**config.mk**
```make
export PLATFORM = sky130hd
export DESIGN_NAME = ad7124_seq_ctrl
export DESIGN_NICKNAME = d
export VERILOG_FILES = /design/src/rtl/ad7124_pkg.sv /design/src/rtl/ad7124_cfg_table.sv /design/src/rtl/ad7124_seq_ctrl.sv
export SDC_FILE = /design/constraint.sdc
export NUM_CORES = 1
export LEC_CHECK = 0
export CORE_MARGIN = 10
export CORE_UTILIZATION = 51
export CTS_CLUSTER_DIAMETER = 50
export DETAILED_ROUTE_END_ITERATION = 6
export PLACE_DENSITY = 0.73
export SYNTH_ARGS = -nofsm -noshare
export SYNTH_HDL_FRONTEND = slang
export SYNTH_SLANG_ARGS = --single-unit
```
**constraint.sdc**
```tcl
create_clock -name PL_clk -period 3.44 [get_ports PL_clk]
set_input_delay 0.688 -clock PL_clk [delete_from_list [all_inputs] [get_ports PL_clk]]
set_output_delay 0.688 -clock PL_clk [all_outputs]
set_load 0.01 [all_outputs]
```
**src/rtl/ad7124_pkg.sv**
```systemverilog
// Shared types and encodings for the AD7124 sequencer and its configuration table.
package ad7124_pkg;

  typedef enum logic [3:0] {
    ST_IDLE,
    ST_RST_XFER,
    ST_POR_WAIT,
    ST_CFG_LOAD,
    ST_CFG_XFER,
    ST_CFG_GAP,
    ST_WAIT_RDY,
    ST_RD_XFER,
    ST_RD_GAP
  } state_t;

  localparam logic [1:0] SPI_LEN_24 = 2'b00;
  localparam logic [1:0] SPI_LEN_32 = 2'b01;
  localparam logic [1:0] SPI_LEN_40 = 2'b10;
  localparam logic [1:0] SPI_LEN_64 = 2'b11;

  localparam logic [7:0] AD7124_CMD_RD_DATA = 8'h42;

  // STATUS byte sits in the low 8 bits of the 32-bit receive window
  localparam int STATUS_ERR_BIT = 6;
  localparam int STATUS_CH_MSB  = 3;
  localparam int STATUS_CH_LSB  = 0;

  function automatic logic [31:0] tc_load(input int unsigned cycles);
    return (cycles == 0) ? 32'd0 : cycles - 32'd1;
  endfunction

endpackage

```
**src/rtl/ad7124_cfg_table.sv**
```systemverilog
// Host-programmable register-write table: {wide, cmd+value} per entry, no reset,
// synchronous write, combinational read (a same-cycle write is seen one cycle later).
module ad7124_cfg_table
  import ad7124_pkg::*;
#(
  parameter int NUM_CFG = 8
) (
  input  logic        PL_clk,
  input  logic        we,
  input  logic [2:0]  waddr,
  input  logic [32:0] wdata,
  input  logic [2:0]  raddr,
  output logic [32:0] rdata
);

  logic [32:0] mem [0:NUM_CFG-1];

  always_ff @(posedge PL_clk) begin
    if (we && (int'(waddr) < NUM_CFG)) begin
      mem[waddr] <= wdata;
    end
  end

  assign rdata = (int'(raddr) < NUM_CFG) ? mem[raddr] : '0;

endmodule

```
**src/rtl/ad7124_seq_ctrl.sv**
```systemverilog
// AD7124 sequencer: serial interface reset, power-on wait, table-driven register writes,
// then a continuous DATA+STATUS read loop, all through one shared SPI shift engine.
//
// state     | meaning
// ----------+------------------------------------------------
// IDLE      | waiting for start
// RST_XFER  | 64 ones on DIN to reset the serial interface
// POR_WAIT  | power-on settle after the interface reset
// CFG_LOAD  | fetch table entry idx and request its transfer
// CFG_XFER  | config write in flight
// CFG_GAP   | CS-high gap after a config write
// WAIT_RDY  | waiting for DOUT/RDY low, or timeout
// RD_XFER   | DATA+STATUS read in flight
// RD_GAP    | CS-high gap after a read
module ad7124_seq_ctrl
  import ad7124_pkg::*;
#(
  parameter int NUM_CFG     = 8,
  parameter int POR_CYCLES  = 50000,
  parameter int GAP_CYCLES  = 800,
  parameter int RDY_TIMEOUT = 16777216
) (
  input  logic        PL_clk,
  input  logic        rst,
  input  logic        start,
  input  logic        cfg_we,
  input  logic [2:0]  cfg_addr,
  input  logic [31:0] cfg_data,
  input  logic        cfg_wide,
  input  logic [3:0]  cfg_num,
  output logic        spi_start,
  output logic [1:0]  spi_len,
  output logic [63:0] spi_tx,
  input  logic        spi_busy,
  input  logic        spi_done,
  input  logic [31:0] spi_rx,
  input  logic        rdy_n,
  output logic [23:0] adc_data,
  output logic [3:0]  adc_chan,
  output logic        adc_err,
  output logic        adc_valid,
  output logic        cfg_done,
  output logic        timeout
);

  state_t      state;
  logic [31:0] cnt;
  logic [3:0]  idx;
  logic [3:0]  idx_next;
  logic [3:0]  num_eff;
  logic        req_sent;
  logic        abort;
  logic        rdy_s1, rdy_s2, rdy_s3;
  logic        rdy_event;
  logic        can_issue;
  logic        in_xfer;
  logic [32:0] entry;
  logic        unused_status;

  ad7124_cfg_table #(.NUM_CFG(NUM_CFG)) u_cfg_table (
    .PL_clk (PL_clk),
    .we     (cfg_we),
    .waddr  (cfg_addr),
    .wdata  ({cfg_wide, cfg_data}),
    .raddr  (idx[2:0]),
    .rdata  (entry)
  );

  always_ff @(posedge PL_clk or negedge rst) begin
    if (!rst) begin
      rdy_s1 <= 1'b1;
      rdy_s2 <= 1'b1;
      rdy_s3 <= 1'b1;
    end else begin
      rdy_s1 <= rdy_n;
      rdy_s2 <= rdy_s1;
      rdy_s3 <= rdy_s2;
    end
  end

  assign rdy_event     = !rdy_s2 && !rdy_s3;
  assign can_issue     = !spi_busy && !spi_start;
  assign in_xfer       = (state == ST_RST_XFER) || (state == ST_CFG_XFER) || (state == ST_RD_XFER);
  assign num_eff       = (int'(cfg_num) > NUM_CFG) ? 4'(NUM_CFG) : cfg_num;
  assign idx_next      = idx + 4'd1;
  assign unused_status = ^{spi_rx[7], spi_rx[5:4]};

  always_ff @(posedge PL_clk or negedge rst) begin
    if (!rst) begin
      state     <= ST_IDLE;
      spi_start <= 1'b0;
      spi_len   <= SPI_LEN_24;
      spi_tx    <= '0;
      adc_data  <= '0;
      adc_chan  <= '0;
      adc_err   <= 1'b0;
      adc_valid <= 1'b0;
      cfg_done  <= 1'b0;
      timeout   <= 1'b0;
      cnt       <= '0;
      idx       <= '0;
      req_sent  <= 1'b0;
      abort     <= 1'b0;
    end else begin
      spi_start <= 1'b0;
      adc_valid <= 1'b0;
      if (!start) begin
        cfg_done <= 1'b0;
        timeout  <= 1'b0;
      end
      // a transfer already on the wire must finish before leaving its state
      if (!start && !in_xfer) begin
        state <= ST_IDLE;
        abort <= 1'b0;
      end else begin
        case (state)
          ST_IDLE: begin
            state    <= ST_RST_XFER;
            req_sent <= 1'b0;
            abort    <= 1'b0;
            idx      <= '0;
          end

          ST_RST_XFER: begin
            if (!req_sent) begin
              if (!start) begin
                state <= ST_IDLE;
              end else if (can_issue) begin
                spi_start <= 1'b1;
                spi_len   <= SPI_LEN_64;
                spi_tx    <= '1;
                req_sent  <= 1'b1;
              end
            end else if (spi_done) begin
              if (abort || !start) begin
                state <= ST_IDLE;
              end else begin
                state <= ST_POR_WAIT;
                cnt   <= tc_load(POR_CYCLES);
              end
            end else if (!start) begin
              abort <= 1'b1;
            end
          end

          ST_POR_WAIT: begin
            if (cnt == 32'd0) begin
              idx <= '0;
              if (num_eff == 4'd0) begin
                state    <= ST_WAIT_RDY;
                cfg_done <= 1'b1;
                cnt      <= tc_load(RDY_TIMEOUT);
              end else begin
                state <= ST_CFG_LOAD;
              end
            end else begin
              cnt <= cnt - 32'd1;
            end
          end

          ST_CFG_LOAD: begin
            if (can_issue) begin
              spi_start <= 1'b1;
              spi_len   <= entry[32] ? SPI_LEN_32 : SPI_LEN_24;
              spi_tx    <= {entry[31:0], 32'h0};
              state     <= ST_CFG_XFER;
            end
          end

          ST_CFG_XFER: begin
            if (spi_done) begin
              if (abort || !start) begin
                state <= ST_IDLE;
              end else begin
                state <= ST_CFG_GAP;
                cnt   <= tc_load(GAP_CYCLES);
              end
            end else if (!start) begin
              abort <= 1'b1;
            end
          end

          ST_CFG_GAP: begin
            if (cnt == 32'd0) begin
              if (idx_next >= num_eff) begin
                state    <= ST_WAIT_RDY;
                cfg_done <= 1'b1;
                cnt      <= tc_load(RDY_TIMEOUT);
              end else begin
                idx   <= idx_next;
                state <= ST_CFG_LOAD;
              end
            end else begin
              cnt <= cnt - 32'd1;
            end
          end

          ST_WAIT_RDY: begin
            if (rdy_event) begin
              state    <= ST_RD_XFER;
              req_sent <= 1'b0;
            end else if (cnt == 32'd0) begin
              timeout  <= 1'b1;
              state    <= ST_RD_XFER;
              req_sent <= 1'b0;
            end else begin
              cnt <= cnt - 32'd1;
            end
          end

          ST_RD_XFER: begin
            if (!req_sent) begin
              if (!start) begin
                state <= ST_IDLE;
              end else if (can_issue) begin
                spi_start <= 1'b1;
                spi_len   <= SPI_LEN_40;
                spi_tx    <= {AD7124_CMD_RD_DATA, 56'h0};
                req_sent  <= 1'b1;
              end
            end else if (spi_done) begin
              if (abort || !start) begin
                state <= ST_IDLE;
              end else begin
                adc_data  <= spi_rx[31:8];
                adc_chan  <= spi_rx[STATUS_CH_MSB:STATUS_CH_LSB];
                adc_err   <= spi_rx[STATUS_ERR_BIT];
                adc_valid <= 1'b1;
                state     <= ST_RD_GAP;
                cnt       <= tc_load(GAP_CYCLES);
              end
            end else if (!start) begin
              abort <= 1'b1;
            end
          end

          ST_RD_GAP: begin
            if (cnt == 32'd0) begin
              state <= ST_WAIT_RDY;
              cnt   <= tc_load(RDY_TIMEOUT);
            end else begin
              cnt <= cnt - 32'd1;
            end
          end

          default: state <= ST_IDLE;
        endcase
      end
    end
  end

endmodule

```
Word-level counts from Yosys, hierarchy flattened
Memory sizes are Yosys's and may differ from the RTL's.
Cells that the tools add are included.
{"block": "classes", "addsub": 2, "magnitude_cmp": 2, "n_eq_ne": 36, "muxes": 88, "bitwise_logic": 2, "reduce_logical": 28}
{"operator": "64-bit two-way mux", "count": 7}
{"operator": "32-bit two-way mux", "count": 13}
{"operator": "32-bit one-hot mux with 7 select lines", "count": 1}
{"operator": "64-bit one-hot mux with 3 select lines", "count": 1}
{"operator": "4-bit two-way mux", "count": 18}
{"operator": "4-bit one-hot mux with 9 select lines", "count": 1}
{"operator": "32-bit logical NOT", "count": 1}
{"operator": "2-bit != test (second input constant)", "count": 16}
{"operator": "32-bit by 1-bit subtractor with 32-bit output (second input constant)", "count": 1}
{"operator": "1-bit two-way mux", "count": 30}
{"operator": "3-bit != test (second input constant)", "count": 7}
{"operator": "4-bit by 3-bit == test with 1-bit output (second input constant)", "count": 4}
{"operator": "2-bit two-way mux", "count": 8}
{"operator": "4-bit one-hot mux with 3 select lines", "count": 1}
{"operator": "10-bit AND reduction", "count": 1}
{"operator": "5-bit AND reduction", "count": 2}
{"operator": "3-bit two-way mux", "count": 3}
{"operator": "9-bit AND reduction", "count": 1}
{"operator": "3-bit nonzero test", "count": 3}
{"operator": "4-bit by 2-bit == test with 1-bit output (second input constant)", "count": 2}
{"operator": "4-bit logical NOT", "count": 2}
{"operator": "4-bit by 3-bit != test with 1-bit output (second input constant)", "count": 2}
{"operator": "8-bit AND reduction", "count": 1}
{"operator": "7-bit nonzero test", "count": 1}
{"operator": "other kinds (19)", "count": 31}
{"block": "word_totals", "regBits": 144, "mem_bits_rw": 264, "in_bits": 79, "out_inout_bits": 99, "wordCells": 176, "n_memories": 1}
{"name": "u_cfg_table.mem", "words": 8, "word_bits": 33, "rd": 1, "rd_ports_with_merged_regs": 0, "write_ports": 1, "line_no": "ad7124_cfg_table.sv:16", "source": "logic [32:0] mem [0:NUM_CFG-1];"}

Longest topological paths before layout
Gate-level depths: netlist of the first run.
{"block": "depth", "depth_word": 7, "depth_mapped": 13}

By module
A second synthesis of the first run with hierarchy kept.
{"block": "hier_totals", "cells_unflattened": 1003, "hier_area_um2": 16118.0}
{"mod": "ad7124_cfg_table", "instances": 1, "cells_per_inst": 394, "area_per_inst_um2": 9979.6, "seq_area_each_um2": 7927.6}
{"mod": "ad7124_seq_ctrl", "instances": 1, "cells_per_inst": 609, "area_per_inst_um2": 6138.4, "seq_area_each_um2": 2831.5}

Worst setup path before layout of the first run
OpenSTA, ideal clock, no wires.
{"block": "synth_path", "path_type": "in2reg", "startpoint": "input port cfg_addr[2]", "endpoint": "memory u_cfg_table.mem[0][0] (enable)", "arrival_time_ps": 3141, "required_ps": 2975, "setup_slack_ps": -165, "cell_stages": 2, "n_path_buf": 0, "path_cell_list": "nand2b_1 nor3_1"}
{"item": "start: declaration", "line_no": "ad7124_seq_ctrl.sv:27", "source": "input logic [2:0] cfg_addr,"}
{"item": "end: declaration", "line_no": "ad7124_cfg_table.sv:16"}
Straight into the memory's write port.

Final worst setup path of the first run
{"block": "layout_path", "startpoint": "register cnt[21]", "endpoint": "register cnt[21]"}
{"block": "layout_via", "elab_chain_len": 4, "word_cells_on_any_way": 15, "classes_between": "add/sub: 1; eq/ne: 3; mux: 9; reduce/logical: 2"}
{"item": "start: declaration", "line_no": "ad7124_seq_ctrl.sv:47", "source": "logic [31:0] cnt;"}
{"item": "start signal: assignment", "line_no": "ad7124_seq_ctrl.sv:139", "source": "cnt <= tc_load(POR_CYCLES);"}
{"item": "start signal: assignment", "line_no": "ad7124_seq_ctrl.sv:152", "source": "cnt <= tc_load(RDY_TIMEOUT);"}
{"item": "start signal: assignment", "line_no": "ad7124_seq_ctrl.sv:157", "source": "cnt <= cnt - 32'd1;"}
{"item": "32-bit by 1-bit subtractor with 32-bit output or 32-bit two-way mux (tied branches)"}
{"item": "32-bit two-way mux, on equally long branches (2 in a row)"}
{"item": "32-bit one-hot mux with 7 select lines", "line_no": "ad7124_seq_ctrl.sv:116", "source": "case (state)"}
Parallel ways exist; a longest one is shown, timed or not. The select of a mux whose other input is x is not followed.
A chain may end at the register's enable or synchronous reset.

==> metrics.txt, run 1 <==
outcome finished clean; dominant synthesized flop cell edfxtp_1; Detail Placement HPWL 21750 µm; Post-CTS Setup Bufs 0; startpoint types flip-flop; Clock transition at path regs 60 ps; mean number of vias per cell 5.803; maximum clock frequency 0.3464 GHz; WL final 36010 µm; Inst Count DP 1595; Peak VDD IR 531.3 µV; CTS tree done; post-DR wirelength/cell 21.50 µm; first-pass GRT wire length 57010 µm; Worst Setup SP cnt[21]$_DFFE_PN0P_; most frequent cells in the layout edfxtp_1 (264), clkdlybuf4s50_1 (173), nand2_1 (108); Post-Syn Instances 1082; initial antenna violation count 1; cell mode on critical path or4_1; die area 0.03862 mm²; sequential share of the synthesized area 0.6771; final worst-path cycle share 0.8392; Slew Viols, Final 0; post-synthesis cell area 0.01589 mm²; H-tree levels 2; CTS-repair resized insts 0; Max FO, Critical Path 48; Hold Fails Final Rpt 0; RSZ-0062 raised after global routing false; Non-Filler Instances 1675; Die Span Y 196.5 µm; critical path arrival 3300 ps; Setup TNS 0 ps; Post-synth ARST share 0.2997; Via Count 9720; Final ANT Viol Nets 0; Finish-stage setup viols 0; CTS buffer count 43; drt first-iter violations 762; total grt overflow 0; RR Startpoint cnt[21]$_DFFE_PN0P_; leading cell type in the layout, fill and taps excluded edfxtp_1; Post-synth EDFFs 264; drt drc 0; drt pass-1 iters 5; Die Wd 196.5 µm; Rows 64; Root Buffer clkbuf_16; port bufs 174; HP Class input pin to async pin; Leak 6.896 nW; reg2reg setup slack 550 ps; placer's final routability congestion estimate 0.8565; Layout area overhead 22.97%; post-route minimum period 2887 ps; synthesis warning total 0; Final Skew 12.97 ps; Clock Latency Late Sink 530 ps; worst path cell trace or4_1 > or4_1 > or3_1 > o211ai_2 > buf_12 > o21ba_1 > o22a_1; max cap viols 0; io pins 178; synthesis-stage register bit count 377; Slew headroom 0.3870; Crit path largest cell delay 560 ps; pin count of the biggest net entering global routing 69; Crit path required time 3860 ps; Avg Synthesized Cell Area 14.69 µm²; core box area 0.03067 mm²; element type at the critical path end flip-flop; final net count 1330; initial core utilization 0.5181; Net Count, Synth 1168; Pwr Density 666.7 mW/mm²; total track usage 0.1852; clk buf depth 3; critical path class flip-flop to flip-flop; Distinct cells, synth 59; CTS sink cnt 377; layout cells sized above 1 0.1643; vias in the first global route 10044; count of hold-fix buffers inserted at cts 0; Slowest cell on crit path or4_1; Least-Margin Pin Slew 919.6 ps
[cell type report]
class | count | area (µm²)
diodes | 1 | 2.502
clock buffers | 52 | 1140
clock inverters | 27 | 332.8
fillers | 2210 | 11130
inverters | 20 | 75.07
multi-input cells | 588 | 4627
flip-flops and latches | 377 | 10770
well taps | 396 | 495.5
repair buffers | 214 | 2102
[per-layer routing]
metal,global-route usage,routed length [µm]
met3,0.04345,2551
met1,0.2409,14970
met5,0,20
met4,0.04129,585
met2,0.3106,17880
[worst max-delay path: cells and delay by family (launching register included)]
kind / cells / cell delay [ps]
flops: 1 / 390
buf+inv: 1 / 230
simple gates: 3 / 1540
compound gates: 3 / 580
[path summary, 6_finish.rpt]
kind                       cells after the start             endpoint
setup / recovery                               7  cnt[21]$_DFFE_PN0P_
hold / removal                                 1  cnt[15]$_DFFE_PN0P_
setup reg to reg                               7  cnt[21]$_DFFE_PN0P_
hold reg to reg                                0     rdy_s2$_DFF_PN1_
max in group asynchronous                      2     rdy_s1$_DFF_PN1_
min in group PL_clk                            0     rdy_s2$_DFF_PN1_
[through the flow]
step           hold slack, ps    util  total power [mW]  cell area [µm²]  setup slack (ps)
2_1_floorplan           345.2       -             7.435            15900             91.81
3_3_place_gp            348.0  0.5890             8.439            18060             366.0
3_5_place_dp            347.3  0.5890             8.505            18060             353.3
4_1_cts                 164.3  0.6370             13.15            19540             570.8
5_1_grt                 191.4  0.6370             13.60            19540             447.4
6_report                165.0  0.6371             13.03            19540             553.3
[report_power, final]
group	switching, mW	leakage [nW]	internal, mW	total (mW)
clock	1.83	0.722	2.79	4.62
combinational	1.32	2.42	1.50	2.82
sequential	0.348	3.76	5.24	5.59
total	3.50	6.90	9.52	13.0
[state kept, by name, indices dropped and copies added, names as in the netlist, 2 cells and up]
register	cells
state	4
spi_tx	33
cnt	32
adc_chan	4
spi_len	2
u_cfg_table.mem	264
idx	4
adc_data	24
[cell usage after synthesis, drive strengths merged, types with 10 or more instances]
cell type    n  area, µm²
o22a        37      324.1
edfxtp     264       7928
o21ai       51      255.3
mux4        66       1486
clkbuf      48      180.2
a21oi       46      230.2
inv         20      75.07
nor4        11      75.07
nor2        78      300.3
buf         49      317.8
nand2      108      405.4
mux2i       33      330.3
nor3        31      160.1
dfrtp      110       2753
or3         10      62.56
[cell families after synthesis]
kind of cell,Yosys count,synth area share
buffers and inverters,117,0.03606
and+or+nand+nor,288,0.08378
muxes,104,0.1179
DFF,377,0.6771
xor gates and xnor gates,6,0.003308
AOI/OAI and AO/OA,183,0.07638
adders and majority gates,7,0.005512
No activity file was read; power rests on OpenSTA's default activity.
==> inputs of run 2 (changes only) <==
--- a/config.mk
+++ b/config.mk
@@ -6,10 +6,10 @@
 export NUM_CORES = 1
 export LEC_CHECK = 0
 export CORE_MARGIN = 10
-export CORE_UTILIZATION = 51
+export CORE_UTILIZATION = 56
 export CTS_CLUSTER_DIAMETER = 50
 export DETAILED_ROUTE_END_ITERATION = 6
-export PLACE_DENSITY = 0.73
+export PLACE_DENSITY = 0.76
 export SYNTH_ARGS = -nofsm -noshare
 export SYNTH_HDL_FRONTEND = slang
 export SYNTH_SLANG_ARGS = --single-unit
==> constraint.sdc (replaced) <==
create_clock -name PL_clk -period 2.9 [get_ports PL_clk]
set_input_delay 0.58 -clock PL_clk [delete_from_list [all_inputs] [get_ports PL_clk]]
set_output_delay 0.58 -clock PL_clk [all_outputs]
set_load 0.01 [all_outputs]
==> metrics.txt, run 2 (synthesized netlist as in run 1, its figures left out) <==
layout cells sized above 1 0.1687; Leak 6.895 nW; drt drc 0; max FFs per register 264; area occupied by multi-input gates 0.004638 mm²; RSZ-0062 raised after global routing false; maximum clock frequency 0.3579 GHz; Hold Fails Final Rpt 0; Max FO, Critical Path 32; Die Wd 188.5 µm; post-DR wirelength/cell 22.23 µm; Rows 61; mean number of vias per cell 5.914; Top reg by flops u_cfg_table.mem; fillers 1813; Pwr Density 770.7 mW/mm²; total track usage 0.2072; final instance area 0.01954 mm²; RR Startpoint cnt[21]$_DFFE_PN0P_; Final Skew 36.24 ps; first-pass GRT wire length 58480 µm; Power Total 15.06 mW; Seq. cell area 0.01077 mm²; startpoint types flip-flop; io pins 178; total grt overflow 0; CTS-repair resized insts 0; WL final 37130 µm; final worst-path cycle share 0.9635; Crit path largest cell delay 590 ps; outcome finished clean; Final ANT Viol Nets 0; leading cell type in the layout, fill and taps excluded edfxtp_1; Setup TNS 0 ps; ant diodes 0; element type at the critical path end flip-flop; placer's final routability congestion estimate 0.8726; Slew Viols, Final 0; Post-CTS Setup Bufs 0; post-route minimum period 2794 ps; die area 0.03551 mm²; count of hold-fix buffers inserted at cts 0; CTS buffer count 41; worst reg2reg path depth 7; RR Endpoint cnt[22]$_DFFE_PN0P_; most frequent cells in the layout edfxtp_1 (264), clkdlybuf4s50_1 (173), nand2_1 (108); initial antenna violation count 0; cell mode on critical path or4_1; Peak VDD IR 635.3 µV; final net count 1346; port bufs 174; initial core utilization 0.5704; max cap viols 0; final core occ 0.7014; Largest regs u_cfg_table.mem (264), spi_tx (33), cnt (32); DP Area 0.01823 mm²; critical path arrival 3190 ps; Layout area overhead 22.96%; clk buf depth 3; Clock transition at path regs 60 ps; reg2reg setup slack 110 ps; Crit path required time 3300 ps; Root Buffer clkbuf_16; drt pass-1 iters 6; CTS tree done; Finish-stage setup viols 0; Slew headroom 0.3436; pin count of the biggest net entering global routing 69; Die Span Y 188.5 µm; core box area 0.02786 mm²; Slowest cell on crit path or4_1; Least-Margin Pin Slew 984.6 ps; vias in the first global route 10239; drt first-iter violations 773; Clock Latency Late Sink 540 ps; Detail Placement HPWL 22360 µm; H-tree levels 2; critical path class flip-flop to flip-flop; Via Count 9877; worst path cell trace or4_1 > or4_1 > or3_4 > o211ai_2 > buf_12 > o21ba_1 > o22a_1; HP Class input pin to async pin; CTS sink cnt 377
[run 2: cell count changes in the layout (fill, tap and decap cells not counted), moves of 3 or more]
| cell | before | now |
|---|---|---|
| bufinv_16 | 5 | 2 |
| buf_4 | 36 | 50 |
| clkbuf_1 | 6 | 13 |
| buf_12 | 5 | 9 |
| clkinv_2 | 7 | 4 |
| inv_8 | 3 | 0 |
[run 2: worst max-delay path, delay by kind of cell (launching register included)]
family | cells | cell delay, ps
buf+inv | 1 | 210
compound gates | 3 | 560
flops | 1 | 390
simple gates | 3 | 1520
[run 2: where the power goes]
group / internal, mW / switching (mW) / total (mW)
logic: 1.86 / 1.66 / 3.52
clock network: 2.86 / 2.10 / 4.95
registers: 6.22 / 0.368 / 6.59
total: 10.9 / 4.12 / 15.1
[run 2: worst max-delay path by stage]
stage | cells after the start | to | from | slack (ps)
after global placement | 11 | cnt[21]$_DFFE_PN0P_ | cfg_num[3] | 70
after global routing | 7 | cnt[21]$_DFFE_PN0P_ | cnt[19]$_DFFE_PN0P_ | 20
after detailed placement | 11 | cnt[21]$_DFFE_PN0P_ | cfg_num[3] | 10
after CTS | 7 | cnt[21]$_DFFE_PN0P_ | cnt[21]$_DFFE_PN0P_ | 50
final | 7 | cnt[22]$_DFFE_PN0P_ | cnt[21]$_DFFE_PN0P_ | 110
after floorplan | 11 | idx[2]$_DFFE_PN0P_ | idx[2]$_DFFE_PN0P_ | 30
[run 2: per-layer routing]
| metal | vias to the layer above | wire [µm] | global-route usage |
|---|---|---|---|
| met5 | - | 0 | 0 |
| met4 | 0 | 644 | 0.04976 |
| met3 | 56 | 2647 | 0.04985 |
| met2 | 384 | 18850 | 0.3504 |
| met1 | 4981 | 14980 | 0.2650 |
| li1 | 4456 | - | - |
[run 2: final cells by class]
| type | count | area share |
|---|---|---|
| Clock inverter | 20 | 0.01082 |
| Tap cell | 378 | 0.02421 |
| Inverter | 20 | 0.003842 |
| Sequential cell | 377 | 0.5510 |
| Clock buffer | 55 | 0.05571 |
| Multi-Input combinational cell | 588 | 0.2374 |
| Timing Repair Buffer | 232 | 0.1171 |
[run 2: metrics by stage]
step | cells | worst slack, ps | hold WS [ps]
4_1_cts | 1670 | 51.27 | 36.97
3_5_place_dp | 1595 | 12.43 | 346.9
6_report | 1670 | 105.8 | 27.70
5_1_grt | 1670 | 21.90 | 54.06
3_3_place_gp | 1595 | 68.22 | 351.1
2_1_floorplan | 1082 | 31.18 | 284.4
==> inputs of run 3 (changes only) <==
--- a/config.mk
+++ b/config.mk
@@ -9,6 +9,7 @@
 export CORE_UTILIZATION = 56
 export CTS_CLUSTER_DIAMETER = 50
 export DETAILED_ROUTE_END_ITERATION = 6
+export GPL_ROUTABILITY_DRIVEN = 0
 export PLACE_DENSITY = 0.76
 export SYNTH_ARGS = -nofsm -noshare
 export SYNTH_HDL_FRONTEND = slang
==> results of run 3 <==
Final layout, timing and power as in run 2 (identical DEF).
